## src/rtl/mac_rx.sv

```systemverilog
// mac_rx: RMII receive MAC.
//   Samples one dibit per clk on rx1/rx0 while crs_dv is high. Strips the preamble and SFD.
//   Reassembles bytes with the LSB dibit first and streams them out with no backpressure.
//   Checks the FCS (reflected CRC-32) and the frame length, then reports one status per frame.
// Ports:
//   clk        RMII 50 MHz reference clock, all logic on posedge
//   rst_n      asynchronous active-low reset
//   rx0, rx1   RXD0 / RXD1 (dibit bits 0 / 1)
//   crs_dv     carrier sense / data valid
//   enable     0 holds the receiver in IDLE (an in-progress frame is aborted)
//   out_data   received byte (dst mac first, FCS bytes included)
//   out_valid  1-cycle strobe qualifying out_data
//   out_sof    with out_valid on the first byte of a frame
//   out_end    1-cycle strobe, frame finished or aborted
//   out_ok     with out_end: FCS good and MIN_LEN <= len <= MAX_LEN
//   out_len    with out_end: number of complete bytes received
//   debug      [2:0] state, [7:3] good frames mod 32, [12:8] bad frames mod 32
module mac_rx #(
  parameter int MIN_PREAMBLE = 10,
  parameter int MIN_LEN      = 64,
  parameter int MAX_LEN      = 1518
) (
  input  logic        clk,
  input  logic        rst_n,
  input  logic        rx0,
  input  logic        rx1,
  input  logic        crs_dv,
  input  logic        enable,
  output logic [7:0]  out_data,
  output logic        out_valid,
  output logic        out_sof,
  output logic        out_end,
  output logic        out_ok,
  output logic [10:0] out_len,
  output logic [15:0] debug
);

  localparam logic [2:0] ST_IDLE     = 3'd0;
  localparam logic [2:0] ST_PREAMBLE = 3'd1;
  localparam logic [2:0] ST_DATA     = 3'd2;
  localparam logic [2:0] ST_DROP     = 3'd3;

  localparam logic [31:0] CRC_POLY    = 32'hEDB88320;
  localparam logic [31:0] CRC_INIT    = 32'hFFFFFFFF;
  // Register value after running a frame with a correct FCS through the CRC.
  localparam logic [31:0] CRC_RESIDUE = 32'hDEBB20E3;

  localparam logic [4:0]  PRE_MIN = 5'(MIN_PREAMBLE);
  localparam logic [10:0] LEN_MIN = 11'(MIN_LEN);
  localparam logic [10:0] LEN_MAX = 11'(MAX_LEN);

  logic [1:0]  dibit_d;
  logic        crs_d;
  logic        crs_dd;
  logic [2:0]  state;
  logic [4:0]  pcnt;
  logic [5:0]  shift;     // the three earlier dibits of the byte being assembled
  logic [1:0]  dcnt;
  logic [10:0] len;
  logic [31:0] crc;
  logic [4:0]  ok_cnt;
  logic [4:0]  err_cnt;

  logic        crs_gone;
  logic [7:0]  byte_in;
  logic        frame_good;

  function automatic logic [31:0] crc_byte(input logic [31:0] c_in, input logic [7:0] b);
    logic [31:0] c;
    c = c_in ^ {24'd0, b};
    for (int i = 0; i < 8; i++) c = c[0] ? ((c >> 1) ^ CRC_POLY) : (c >> 1);
    return c;
  endfunction

  // Carrier is only considered gone after two low samples, so the RMII
  // end-of-frame toggling of crs_dv does not truncate the frame.
  assign crs_gone   = !crs_d && !crs_dd;
  assign byte_in    = {dibit_d, shift};
  assign frame_good = (crc == CRC_RESIDUE) && (len >= LEN_MIN) && (len <= LEN_MAX);
  assign debug      = {3'd0, err_cnt, ok_cnt, state};

  // NOTE: all state is updated with non-blocking assignments so every register
  // samples the pre-edge values of the others; blocking here would chain them.
  always_ff @(posedge clk or negedge rst_n) begin
    if (!rst_n) begin
      dibit_d   <= 2'd0;
      crs_d     <= 1'b0;
      crs_dd    <= 1'b0;
      state     <= ST_IDLE;
      pcnt      <= 5'd0;
      shift     <= 6'd0;
      dcnt      <= 2'd0;
      len       <= 11'd0;
      crc       <= 32'd0;
      ok_cnt    <= 5'd0;
      err_cnt   <= 5'd0;
      out_data  <= 8'd0;
      out_valid <= 1'b0;
      out_sof   <= 1'b0;
      out_end   <= 1'b0;
      out_ok    <= 1'b0;
      out_len   <= 11'd0;
    end else begin
      dibit_d   <= {rx1, rx0};
      crs_d     <= crs_dv;
      crs_dd    <= crs_d;
      out_valid <= 1'b0;
      out_sof   <= 1'b0;
      out_end   <= 1'b0;

      case (state)
        ST_IDLE: begin
          if (enable && crs_d) begin
            state <= ST_PREAMBLE;
            pcnt  <= 5'd0;
          end
        end

        ST_PREAMBLE: begin
          if (!enable || crs_gone) begin
            state <= ST_IDLE;
          end else if (crs_d) begin
            case (dibit_d)
              2'b01: if (pcnt != 5'd31) pcnt <= pcnt + 5'd1;
              2'b11: begin
                if (pcnt >= PRE_MIN) begin
                  state <= ST_DATA;
                  crc   <= CRC_INIT;
                  dcnt  <= 2'd0;
                  len   <= 11'd0;
                end else begin
                  state <= ST_DROP;
                end
              end
              2'b10:   state <= ST_DROP;
              default: ;
            endcase
          end
        end

        ST_DATA: begin
          if (!enable) begin
            out_end <= 1'b1;
            out_ok  <= 1'b0;
            out_len <= len;
            err_cnt <= err_cnt + 5'd1;
            state   <= ST_IDLE;
          end else if (len > LEN_MAX) begin
            // Byte MAX_LEN+1 went out last cycle; abort here so out_end
            // never coincides with out_valid, and len stops short of wrapping.
            out_end <= 1'b1;
            out_ok  <= 1'b0;
            out_len <= len;
            err_cnt <= err_cnt + 5'd1;
            state   <= ST_DROP;
          end else if (crs_gone) begin
            // Any partial byte left in shift is dropped without error.
            out_end <= 1'b1;
            out_ok  <= frame_good;
            out_len <= len;
            if (frame_good) ok_cnt  <= ok_cnt + 5'd1;
            else            err_cnt <= err_cnt + 5'd1;
            state   <= ST_IDLE;
          end else begin
            // The first low crs_d sample still carries data.
            shift <= {dibit_d, shift[5:2]};
            dcnt  <= dcnt + 2'd1;
            if (dcnt == 2'd3) begin
              out_data  <= byte_in;
              out_valid <= 1'b1;
              out_sof   <= (len == 11'd0);
              len       <= len + 11'd1;
              crc       <= crc_byte(crc, byte_in);
            end
          end
        end

        ST_DROP: begin
          if (!enable || crs_gone) state <= ST_IDLE;
        end

        default: state <= ST_IDLE;
      endcase
    end
  end

endmodule

```

## config.mk

```make
export PLATFORM = sky130hd
export DESIGN_NAME = mac_rx
export DESIGN_NICKNAME = d
export VERILOG_FILES = /design/src/rtl/mac_rx.sv
export SDC_FILE = /design/constraint.sdc
export NUM_CORES = 1
export LEC_CHECK = 0
export ABC_AREA = 1
export CORE_ASPECT_RATIO = 1.5
export CORE_UTILIZATION = 45
export CTS_CLUSTER_SIZE = 20
export DETAILED_ROUTE_END_ITERATION = 16
export SYNTH_ARGS = -nofsm -noshare
export SYNTH_HDL_FRONTEND = slang
export SYNTH_SLANG_ARGS = --single-unit
```

## constraint.sdc

```tcl
create_clock -name clk -period 3.49 [get_ports clk]
set_input_delay 0.5235 -clock clk [delete_from_list [all_inputs] [get_ports clk]]
set_output_delay 0.5235 -clock clk [all_outputs]
set_load 0.05 [all_outputs]
```

==> qor.csv, run 1 <==
stage,metric,value,unit
routing,routed wire length per instance,16.18,um
clocking,H-tree Lvls,3,
clocking,Hold Buf Count CTS,0,
clocking,CTS Buffer Depth,2,
timing,RSZ-0062 raised after global routing,false,
yosys,post-synthesis instance area,5931,um^2
setup_path,crit-path max FO,20,
timing,Least-Margin Pin Slew,1.068,ns
setup_path,Critical Path Start,enable,
timing,maximum clock frequency,426.7,MHz
clocking,CTS Sinks,95,
clocking,clk root buf,clkbuf_16,
routing,Vias/cell,5.307,
timing,minimum clock period,2.344,ns
setup_path,"Max stage delay cell, worst path",clkdlybuf4s50_1,
routing,ANT nets after route,0,
setup_path,Worst Setup EP,len[5],
yosys,post-synth cell types,34,
placement,detailed placement HPWL,13.09,mm
placement,Post-Place Worst Slack,0.8137,ns
grt,global-route wire length before repair,28.23,mm
grt,Overflow after GRT,0,
floorplan,Initial Util,46.01,%
grt,vias in the first global route,5490,
timing,Final period util,67.15,%
timing,worst hold slack,0.3555,ns
job,maxcap violations,0,
timing,number of max-slew violations in the final report,0,
layout,"commonest non-fill, non-tap cell in the layout",nand2_1,
layout,n_diodes,0,
layout,Nets,928,
setup_path,critical path's most frequent cell,nand2_1,
setup_path,FF-to-FF End,len[5],
timing,final clock skew,0.006874,ns
layout,most frequent cells in the layout,"nand2_1, dfrtp_1, nor2_1",
power_and_ir_drop,cell-internal power,2.854,mW
floorplan,Die Footprint,13650,um^2
routing,final WL,17.41,mm
setup_path,crit path DAT,2.63,ns
power_and_ir_drop,net switching power,2.890,mW
floorplan,num ports,45,
power_and_ir_drop,clock power share,17.5,%
clocking,Resized Gates After CTS,0,
setup_path,Setup crit end kind,register,
yosys,Synth Instances,873,
outcome,status,"finished, final reports clean",
routing,DR DRC count,0,
clocking,CTS Buf Count,9,
setup_path,r2r startpoint,crs_d,
setup_path,r2r worst-path depth,10,
clocking,Clock Pin Slew Worst Setup and Hold Paths,0.07,ns
power_and_ir_drop,Worst VDD drop,368.4,uV
setup_path,CP Cell Sequence,"clkdlybuf4s50_1, nand2_1, inv_2, nor2_1, a21oi_1, nand3_2, inv_2, nand2_1, nand2_1",
setup_path,FF-to-FF setup slack,1.20,ns
layout,layout cell share with drive strength beyond 1,5.016,%
timing,final setup violating endpoints,0,
power_and_ir_drop,leak pwr,3.414,nW
grt,largest net degree at the start of global routing,80,
setup_path,Critical Path RT,3.78,ns
power_and_ir_drop,Sequential Power Share,30.1,%
routing,via count,5710,
power_and_ir_drop,power share of the combinational group,52.4,%
grt,Total GRT Usage,27.58,%
clocking,CTS tree,done,
power_and_ir_drop,switching share of power,50.31,%
clocking,Worst-Skew Late Latency,0.35,ns
setup_path,largest stage delay on the critical path,0.57,ns
setup_path,CP Class,input port to register,
layout,Layout Area Growth over Synthesis,13.38,%
routing,drt first pass iters,5,
floorplan,row cnt,51,
floorplan,Die H,142.6,um
yosys,synth warn,0,
placement,gpl congestion,0.9615,
timing,setup TNS,0,ns
layout,"Cell Count, Final, Fillers Out",1076,
layout,fill count,1284,
timing,Rel. slew slack,28.80,%
placement,IO Port Bufs,40,
clocking,total setup buffers inserted after CTS,0,
timing,Final Hold Fails,0,
grt,antenna violations before repair,0,
yosys,"Seq/Total Area, Yosys",40.08,%
timing,Final WS setup,1.146,ns
yosys,"Avg Cell Area, Syn",6.793,um^2
yosys,register bit total from synthesis,95,
setup_path,crit path launch type,input port,
routing,1st-iter DRT viols,367,
placement,Placed Cells,1062,
floorplan,width of the die,95.74,um
power_and_ir_drop,total power per unit cell area,854.3,nW/um^2
min_path,worst hold path class,input port to asynchronous set/reset pin,
floorplan,Core Area,12890,um^2
==> power groups by stage <==
| stage | logic [mW] | clock network [mW] | registers (mW) |
|---|---|---|---|
| after floorplan | 1.90 | 0 | 1.93 |
| after global routing | 3.33 | 1.07 | 1.77 |
| after global placement | 2.90 | 0 | 1.73 |
| after CTS | 2.98 | 1.03 | 1.72 |
| final | 3.01 | 1.01 | 1.73 |
| after detailed placement | 2.96 | 0 | 1.74 |
==> cell usage after synthesis, drive strengths merged <==
cell type  count  share of area [%]
a21boi         1               0.13
a21oi         31                2.9
a311oi         1               0.15
a31oi          1               0.11
buf           17                2.7
clkbuf         5               0.36
conb           1              0.063
dfrtp         95                 40
ha             8                1.7
inv           86                5.4
nand2        366                 24
nand3         66                5.7
nand3b         4               0.51
nand4         12                1.3
nor2          89                5.8
nor3           7               0.68
o21ai         53                4.5
o22ai          1               0.11
or2            2               0.21
xnor2          9                1.3
xor2          18                2.7
==> sequential cells by signal, summed over array words and instances, names as in the netlist, 2 cells and up <==
signal,cells
out_len,11
err_cnt,5
dibit_d,2
crc,32
shift,6
len,11
pcnt,5
state,2
out_data,8
ok_cnt,5
dcnt,2
==> worst min path at each step <==
stage / endpoint / slack (ns) / cells past startpoint / start
global route: out_len[2] / 0.47 / 1 / rst_n
detailed placement: len[8] / 0.47 / 2 / len[8]
finish: out_len[2] / 0.36 / 1 / rst_n
global placement: out_data[1] / 0.47 / 2 / out_data[1]
CTS: out_len[2] / 0.42 / 1 / rst_n
floorplan: crc[0] / 0.23 / 0 / rst_n
==> logic make-up (layout without fill, tap and decap cells) <==
family,after synthesis,after routing,synth area share [%]
XOR/XNOR,27,27,3.987
AO/OA/AOI/OAI,88,88,7.890
buffers and inverters,108,149,8.460
adder cells (fa/ha/maj),8,8,1.688
AND/OR/NAND/NOR,546,546,37.83
other,1,4,0.06323
flip-flops,95,95,40.08
==> metal layers <==
metal	up-vias	wire length, um	global-route usage [%]	share of wire, %
li1	2813	-	-	-
met1	2656	6867	32.00	39
met2	186	8851	48.61	51
met3	55	811	2.938	4.7
met4	0	881	15.08	5.1
met5	-	0	0	0
==> stage by stage <==
stage	power, mW	cell area (um^2)	utilization [%]
2_1_floorplan	3.830	5942	-
3_3_place_gp	4.630	6427	49.86
3_5_place_dp	4.698	6427	49.86
4_1_cts	5.727	6724	52.16
5_1_grt	6.167	6724	52.16
6_report	5.744	6724	52.16
==> area by class of cell <==
class / count / area [um^2] / share of cell area [%]
clock buffers: 11 / 252.7 / 3.759
repair buffers: 49 / 465.4 / 6.922
clock inverters: 3 / 43.79 / 0.6513
well taps: 159 / 198.9 / 2.959
flip-flops and latches: 95 / 2377 / 35.36
inverters: 86 / 322.8 / 4.801
multi-input cells: 673 / 3063 / 45.55
==> worst max-delay path: cells and delay by family <==
family          cells  cell delay (ns)
compound gates      1             0.20
buf+inv             3             1.18
simple gates        5             0.70
No activity file was read; power rests on OpenSTA's default activity.
==> run 2: changes to the inputs <==
--- a/config.mk
+++ b/config.mk
@@ -10,6 +10,7 @@
 export CORE_UTILIZATION = 45
 export CTS_CLUSTER_SIZE = 20
 export DETAILED_ROUTE_END_ITERATION = 16
+export PLACE_DENSITY = 0.66
 export SYNTH_ARGS = -nofsm -noshare
 export SYNTH_HDL_FRONTEND = slang
 export SYNTH_SLANG_ARGS = --single-unit
==> constraint.sdc (replaced) <==
create_clock -name clk -period 2.15 [get_ports clk]
set_input_delay 0.3225 -clock clk [delete_from_list [all_inputs] [get_ports clk]]
set_output_delay 0.3225 -clock clk [all_outputs]
set_load 0.05 [all_outputs]
==> run 2 against run 1 <==
Net effect: final area up 4.7%; count of clock-buffer cells in the layout fell by 1; die area did not move.
==> qor.csv, run 2 (synthesized netlist as in run 1, its figures left out) <==
stage,metric,value,unit
layout,Register Area,2377,um^2
layout,"Cell Count, Final, Fillers Out",1107,
routing,1st-iter DRT viols,365,
placement,detailed placement HPWL,12.38,mm
layout,Layout Area Growth over Synthesis,18.76,%
power_and_ir_drop,Worst VDD drop,543.1,uV
routing,Vias/cell,5.194,
timing,minimum clock period,2.029,ns
power_and_ir_drop,leak pwr,3.596,nW
layout,register bank with the most flops,crc,
routing,drt first pass iters,6,
layout,Largest register FFs,32,
layout,post-layout util,54.64,%
routing,routed wire length per instance,15.09,um
layout,Nets,958,
grt,global-route wire length before repair,26.57,mm
layout,n_diodes,0,
timing,Final Hold Fails,0,
layout,Multi-input gate area,3063,um^2
layout,post-route design area,7043,um^2
layout,biggest regs,"crc x32, len x11, out_len x11",
timing,maximum clock frequency,492.8,MHz
floorplan,Die Footprint,13650,um^2
setup_path,crit path launch type,register,
timing,number of max-slew violations in the final report,0,
clocking,Resized Gates After CTS,0,
timing,worst hold slack,0.4184,ns
layout,most frequent cells in the layout,"nand2_1, dfrtp_1, nor2_1",
clocking,clk root buf,clkbuf_16,
floorplan,row cnt,51,
grt,vias in the first global route,5404,
grt,antenna violations before repair,0,
placement,Placed Area,6688,um^2
layout,"commonest non-fill, non-tap cell in the layout",nand2_1,
timing,Final WS setup,0.1209,ns
timing,Final period util,94.38,%
outcome,status,"finished, final reports clean",
min_path,Hold Crit Start,crs_dv,
grt,Overflow after GRT,0,
timing,setup TNS,0,ns
clocking,H-tree Lvls,3,
floorplan,num ports,45,
setup_path,Critical Path Start,len[4],
placement,IO Port Bufs,40,
floorplan,width of the die,95.74,um
routing,DR DRC count,0,
timing,final clock skew,0.007736,ns
timing,Rel. slew slack,61.97,%
timing,RSZ-0062 raised after global routing,false,
min_path,worst hold path class,input port to register,
routing,final WL,16.70,mm
setup_path,Setup crit end kind,register,
clocking,Clock Pin Slew Worst Setup and Hold Paths,0.07,ns
grt,Total GRT Usage,25.87,%
clocking,CTS Buffer Depth,2,
setup_path,CP Class,register to register,
setup_path,r2r startpoint,len[4],
placement,Placed Cells,1090,
clocking,CTS Sinks,95,
floorplan,Die H,142.6,um
setup_path,Critical Path RT,2.37,ns
routing,ANT nets after route,0,
setup_path,crit-path max FO,25,
setup_path,r2r worst-path depth,11,
power_and_ir_drop,total power per unit cell area,1364,nW/um^2
min_path,Min-Delay Path Depth,1,
routing,via count,5750,
floorplan,Initial Util,46.01,%
clocking,CTS Buf Count,9,
timing,Least-Margin Pin Slew,0.5704,ns
timing,final setup violating endpoints,0,
clocking,Worst-Skew Late Latency,0.34,ns
floorplan,Core Area,12890,um^2
clocking,CTS tree,done,
power_and_ir_drop,overall power,9.605,mW
setup_path,crit path DAT,2.25,ns
layout,fill count,1278,
job,maxcap violations,0,
placement,gpl congestion,0.9888,
placement,Post-Place Worst Slack,0.06208,ns
layout,layout cell share with drive strength beyond 1,8.017,%
grt,largest net degree at the start of global routing,51,
==> run 2: changes by cell type in the layout (fill, tap and decap cells not counted), sizes merged <==
cell / change
inv: +1
clkinv: -1
clkinvlp: +1
buf: +28
bufinv: +1
dlygate4sd3: +1
==> run 2: power by group <==
group / internal, mW / total, mW / leakage, nW / switching (mW)
logic: 1.68 / 5.07 / 2.27 / 3.39
registers: 2.23 / 2.81 / 1.18 / 0.584
clock network: 1.05 / 1.72 / 0.155 / 0.677
total: 4.95 / 9.60 / 3.60 / 4.65
==> run 2: worst paths after layout <==
| path | endpoint | slack, ns |
|---|---|---|
| max | crc[10] | 0.12 |
| min | crs_d | 0.42 |
| max reg2reg | crc[10] | 0.12 |
| min reg2reg | out_data[7] | 0.48 |
| max in group asynchronous | out_data[4] | 1.03 |
| min in group asynchronous | out_end | 0.51 |
==> run 2: per-layer routing <==
layer | vias up | GRT usage [%] | share of wire, %
met5 | - | 0 | 0
met4 | 0 | 16.18 | 5.7
met3 | 60 | 3.739 | 4.9
met2 | 201 | 44.62 | 50
met1 | 2615 | 29.40 | 40
li1 | 2874 | - | -
==> run 2: repair_timing <==
action	CTS	global route
hold endpoints to repair	11	0
endpoints found under the setup margin	0	1
setup buffers	0	0
hold buffers	1	0
==> run 2: layout make-up <==
cell class	instances	share of cell area (%)
multi-input cells	673	43.49
repair buffers	79	10.80
clock inverters	5	1.155
clock buffers	10	3.393
well taps	159	2.825
flip-flops and latches	95	33.75
inverters	86	4.583
==> run 2: critical path, stage by stage (launching register included) <==
cell       delay [ns]
dfrtp_1          0.43
inv_1            0.15
o21ai_0          0.12
nand2_1          0.13
nand2_2          0.09
nand2_4          0.14
nand2_2          0.06
nand2_2          0.07
nand3_2          0.25
clkbuf_16        0.32
nand2_1          0.06
o21ai_0          0.07
==> run 3: changes to the inputs <==
--- a/config.mk
+++ b/config.mk
@@ -7,10 +7,11 @@
 export LEC_CHECK = 0
 export ABC_AREA = 1
 export CORE_ASPECT_RATIO = 1.5
-export CORE_UTILIZATION = 45
+export CORE_UTILIZATION = 54
 export CTS_CLUSTER_SIZE = 20
 export DETAILED_ROUTE_END_ITERATION = 16
-export PLACE_DENSITY = 0.66
+export PLACE_DENSITY = 0.77
+export SLEW_MARGIN = 20
 export SYNTH_ARGS = -nofsm -noshare
 export SYNTH_HDL_FRONTEND = slang
 export SYNTH_SLANG_ARGS = --single-unit
==> constraint.sdc (replaced) <==
create_clock -name clk -period 2.15 [get_ports clk]
set_input_delay 0.43 -clock clk [delete_from_list [all_inputs] [get_ports clk]]
set_output_delay 0.43 -clock clk [all_outputs]
set_load 0.05 [all_outputs]
==> run 3 against run 2 <==
Net effect: via count rose by 1.3%; clock skew barely moved; largest cell class unchanged; sequential power barely moved; die area fell by 16%.
==> qor.csv, run 3 (synthesized netlist as in run 1, its figures left out) <==
stage,metric,value,unit
timing,number of max-slew violations in the final report,0,
routing,drt first pass iters,5,
setup_path,largest stage delay on the critical path,0.84,ns
setup_path,Setup crit end kind,output pin,
setup_path,CP Cell Sequence,clkdlybuf4s50_1,
grt,largest net degree at the start of global routing,96,
setup_path,FF-to-FF setup slack,0.16,ns
routing,1st-iter DRT viols,353,
setup_path,Crit. path cell count,1,
setup_path,CP Class,register to output pin,
timing,minimum clock period,2.072,ns
setup_path,"CP delay by family, top",buffers and inverters,
setup_path,"Max stage delay cell, worst path",clkdlybuf4s50_1,
floorplan,num ports,45,
layout,Nets,953,
floorplan,row cnt,46,
floorplan,Initial Util,55.70,%
setup_path,r2r worst-path depth,9,
grt,M1 GR Usage,32.18,%
timing,RSZ-0062 raised after global routing,false,
routing,ANT nets after route,0,
timing,Final period util,96.35,%
power_and_ir_drop,total power per unit cell area,1350,nW/um^2
setup_path,crit-path max FO,6,
min_path,worst hold path class,input port to asynchronous set/reset pin,
power_and_ir_drop,leak pwr,3.558,nW
layout,post-route design area,6933,um^2
power_and_ir_drop,Worst VDD drop,619.5,uV
placement,gpl congestion,0.9481,
grt,met2 Resource Use GR,54.00,%
clocking,Worst-Skew Late Latency,0.36,ns
grt,vias in the first global route,5694,
clocking,CTS Sinks,95,
layout,n_diodes,0,
timing,setup TNS,0,ns
layout,fill count,977,
clocking,Hold Buf Count CTS,0,
grt,Overflow after GRT,0,
timing,maximum clock frequency,482.7,MHz
grt,global-route wire length before repair,26.28,mm
layout,"commonest non-fill, non-tap cell in the layout",nand2_1,
timing,Rel. slew slack,64.87,%
grt,layer with the highest usage,met2,
layout,Layout Area Growth over Synthesis,16.90,%
clocking,H-tree Lvls,3,
placement,IO Port Bufs,40,
layout,biggest regs,"crc x32, len x11, out_len x11",
placement,detailed placement HPWL,11.95,mm
setup_path,crit path launch type,register,
setup_path,crit path DAT,1.64,ns
setup_path,Crit path buffers/inverters,1,
routing,Vias/cell,5.354,
placement,Placed Area,6621,um^2
floorplan,Die Footprint,11410,um^2
timing,final setup violating endpoints,0,
grt,antenna violations before repair,0,
layout,register bank with the most flops,crc,
clocking,CTS Buf Count,9,
job,maxcap violations,0,
floorplan,Die H,130.4,um
timing,Final Hold Fails,0,
setup_path,FF-to-FF End,out_len[8],
layout,most frequent cells in the layout,"nand2_1, dfrtp_1, nor2_1",
timing,Least-Margin Pin Slew,0.5270,ns
routing,via count,5825,
floorplan,Core Area,10650,um^2
setup_path,r2r startpoint,len[3],
floorplan,width of the die,87.57,um
layout,layout cell share with drive strength beyond 1,7.627,%
clocking,CTS Buffer Depth,2,
clocking,clk root buf,clkbuf_16,
grt,Total GRT Usage,30.56,%
clocking,total setup buffers inserted after CTS,0,
clocking,CTS tree,done,
layout,Largest register FFs,32,
timing,final clock skew,0.007588,ns
setup_path,Worst Setup EP,debug[1],
routing,final WL,16.22,mm
setup_path,Critical Path RT,1.72,ns
routing,DR DRC count,0,
clocking,Clock Pin Slew Worst Setup and Hold Paths,0.07,ns
outcome,status,"finished, final reports clean",
setup_path,Critical Path Start,state[1],
grt,routing usage on met3,5.187,%
routing,routed wire length per instance,14.90,um
run 3: cell types whose count changed in the layout (fill, tap and decap cells not counted), sizes merged:
cell / previous run / this run
dlygate4sd3: 1 / 0
clkinv: 1 / 2
bufinv: 2 / 1
clkdlybuf4s50: 39 / 38
buf: 38 / 35
dlymetal6s2s: 0 / 1
run 3: layer usage:
layer  part of all wire (%)  vias to the layer above
met5                      0                        -
met3                    5.9                       82
met2                     50                      209
met1                     37                     2678
met4                    6.9                        0
li1                       -                     2856
run 3: worst min path at each step:
stage / to / slack (ns) / cells past startpoint
global route: shift[3] / 0.18 / 2
detailed placement: out_data[3] / 0.47 / 2
global placement: out_data[3] / 0.47 / 2
CTS: out_end / 0.16 / 2
finish: out_len[1] / 0.10 / 2
floorplan: crc[0] / 0.13 / 0
run 3: layout make-up:
type | count | area, um^2 | area share [%]
flip-flops and latches | 95 | 2377 | 34.29
multi-input cells | 673 | 3063 | 44.18
well taps | 144 | 180.2 | 2.599
inverters | 86 | 322.8 | 4.656
repair buffers | 74 | 680.7 | 9.818
clock buffers | 11 | 242.7 | 3.501
clock inverters | 5 | 66.31 | 0.9565
run 3: timing repair:
| action | CTS | global route |
|---|---|---|
| endpoints found under the setup margin | 0 | 1 |
| endpoints found under the hold margin | 0 | 0 |
| gates resized for setup | 0 | 1 |
run 3: through the flow:
step / instances / util [%] / hold slack (ns) / setup WS (ns) / total power, mW
2_1_floorplan: 876 / - / 0.1344 / 0.3085 / 6.217
3_3_place_gp: 1072 / 62.19 / 0.4688 / 0.005008 / 7.501
3_5_place_dp: 1072 / 62.19 / 0.4743 / -0.02393 / 7.609
4_1_cts: 1088 / 65.09 / 0.1635 / 0.03834 / 9.308
5_1_grt: 1088 / 65.11 / 0.1837 / 0.004584 / 10.09
6_report: 1088 / 65.11 / 0.1048 / 0.07848 / 9.360
run 3: report_power, final:
part	internal (mW)	switching, mW
Clock	0.947	0.733
Combinational	1.56	3.33
Sequential	2.23	0.566
Total	4.73	4.63
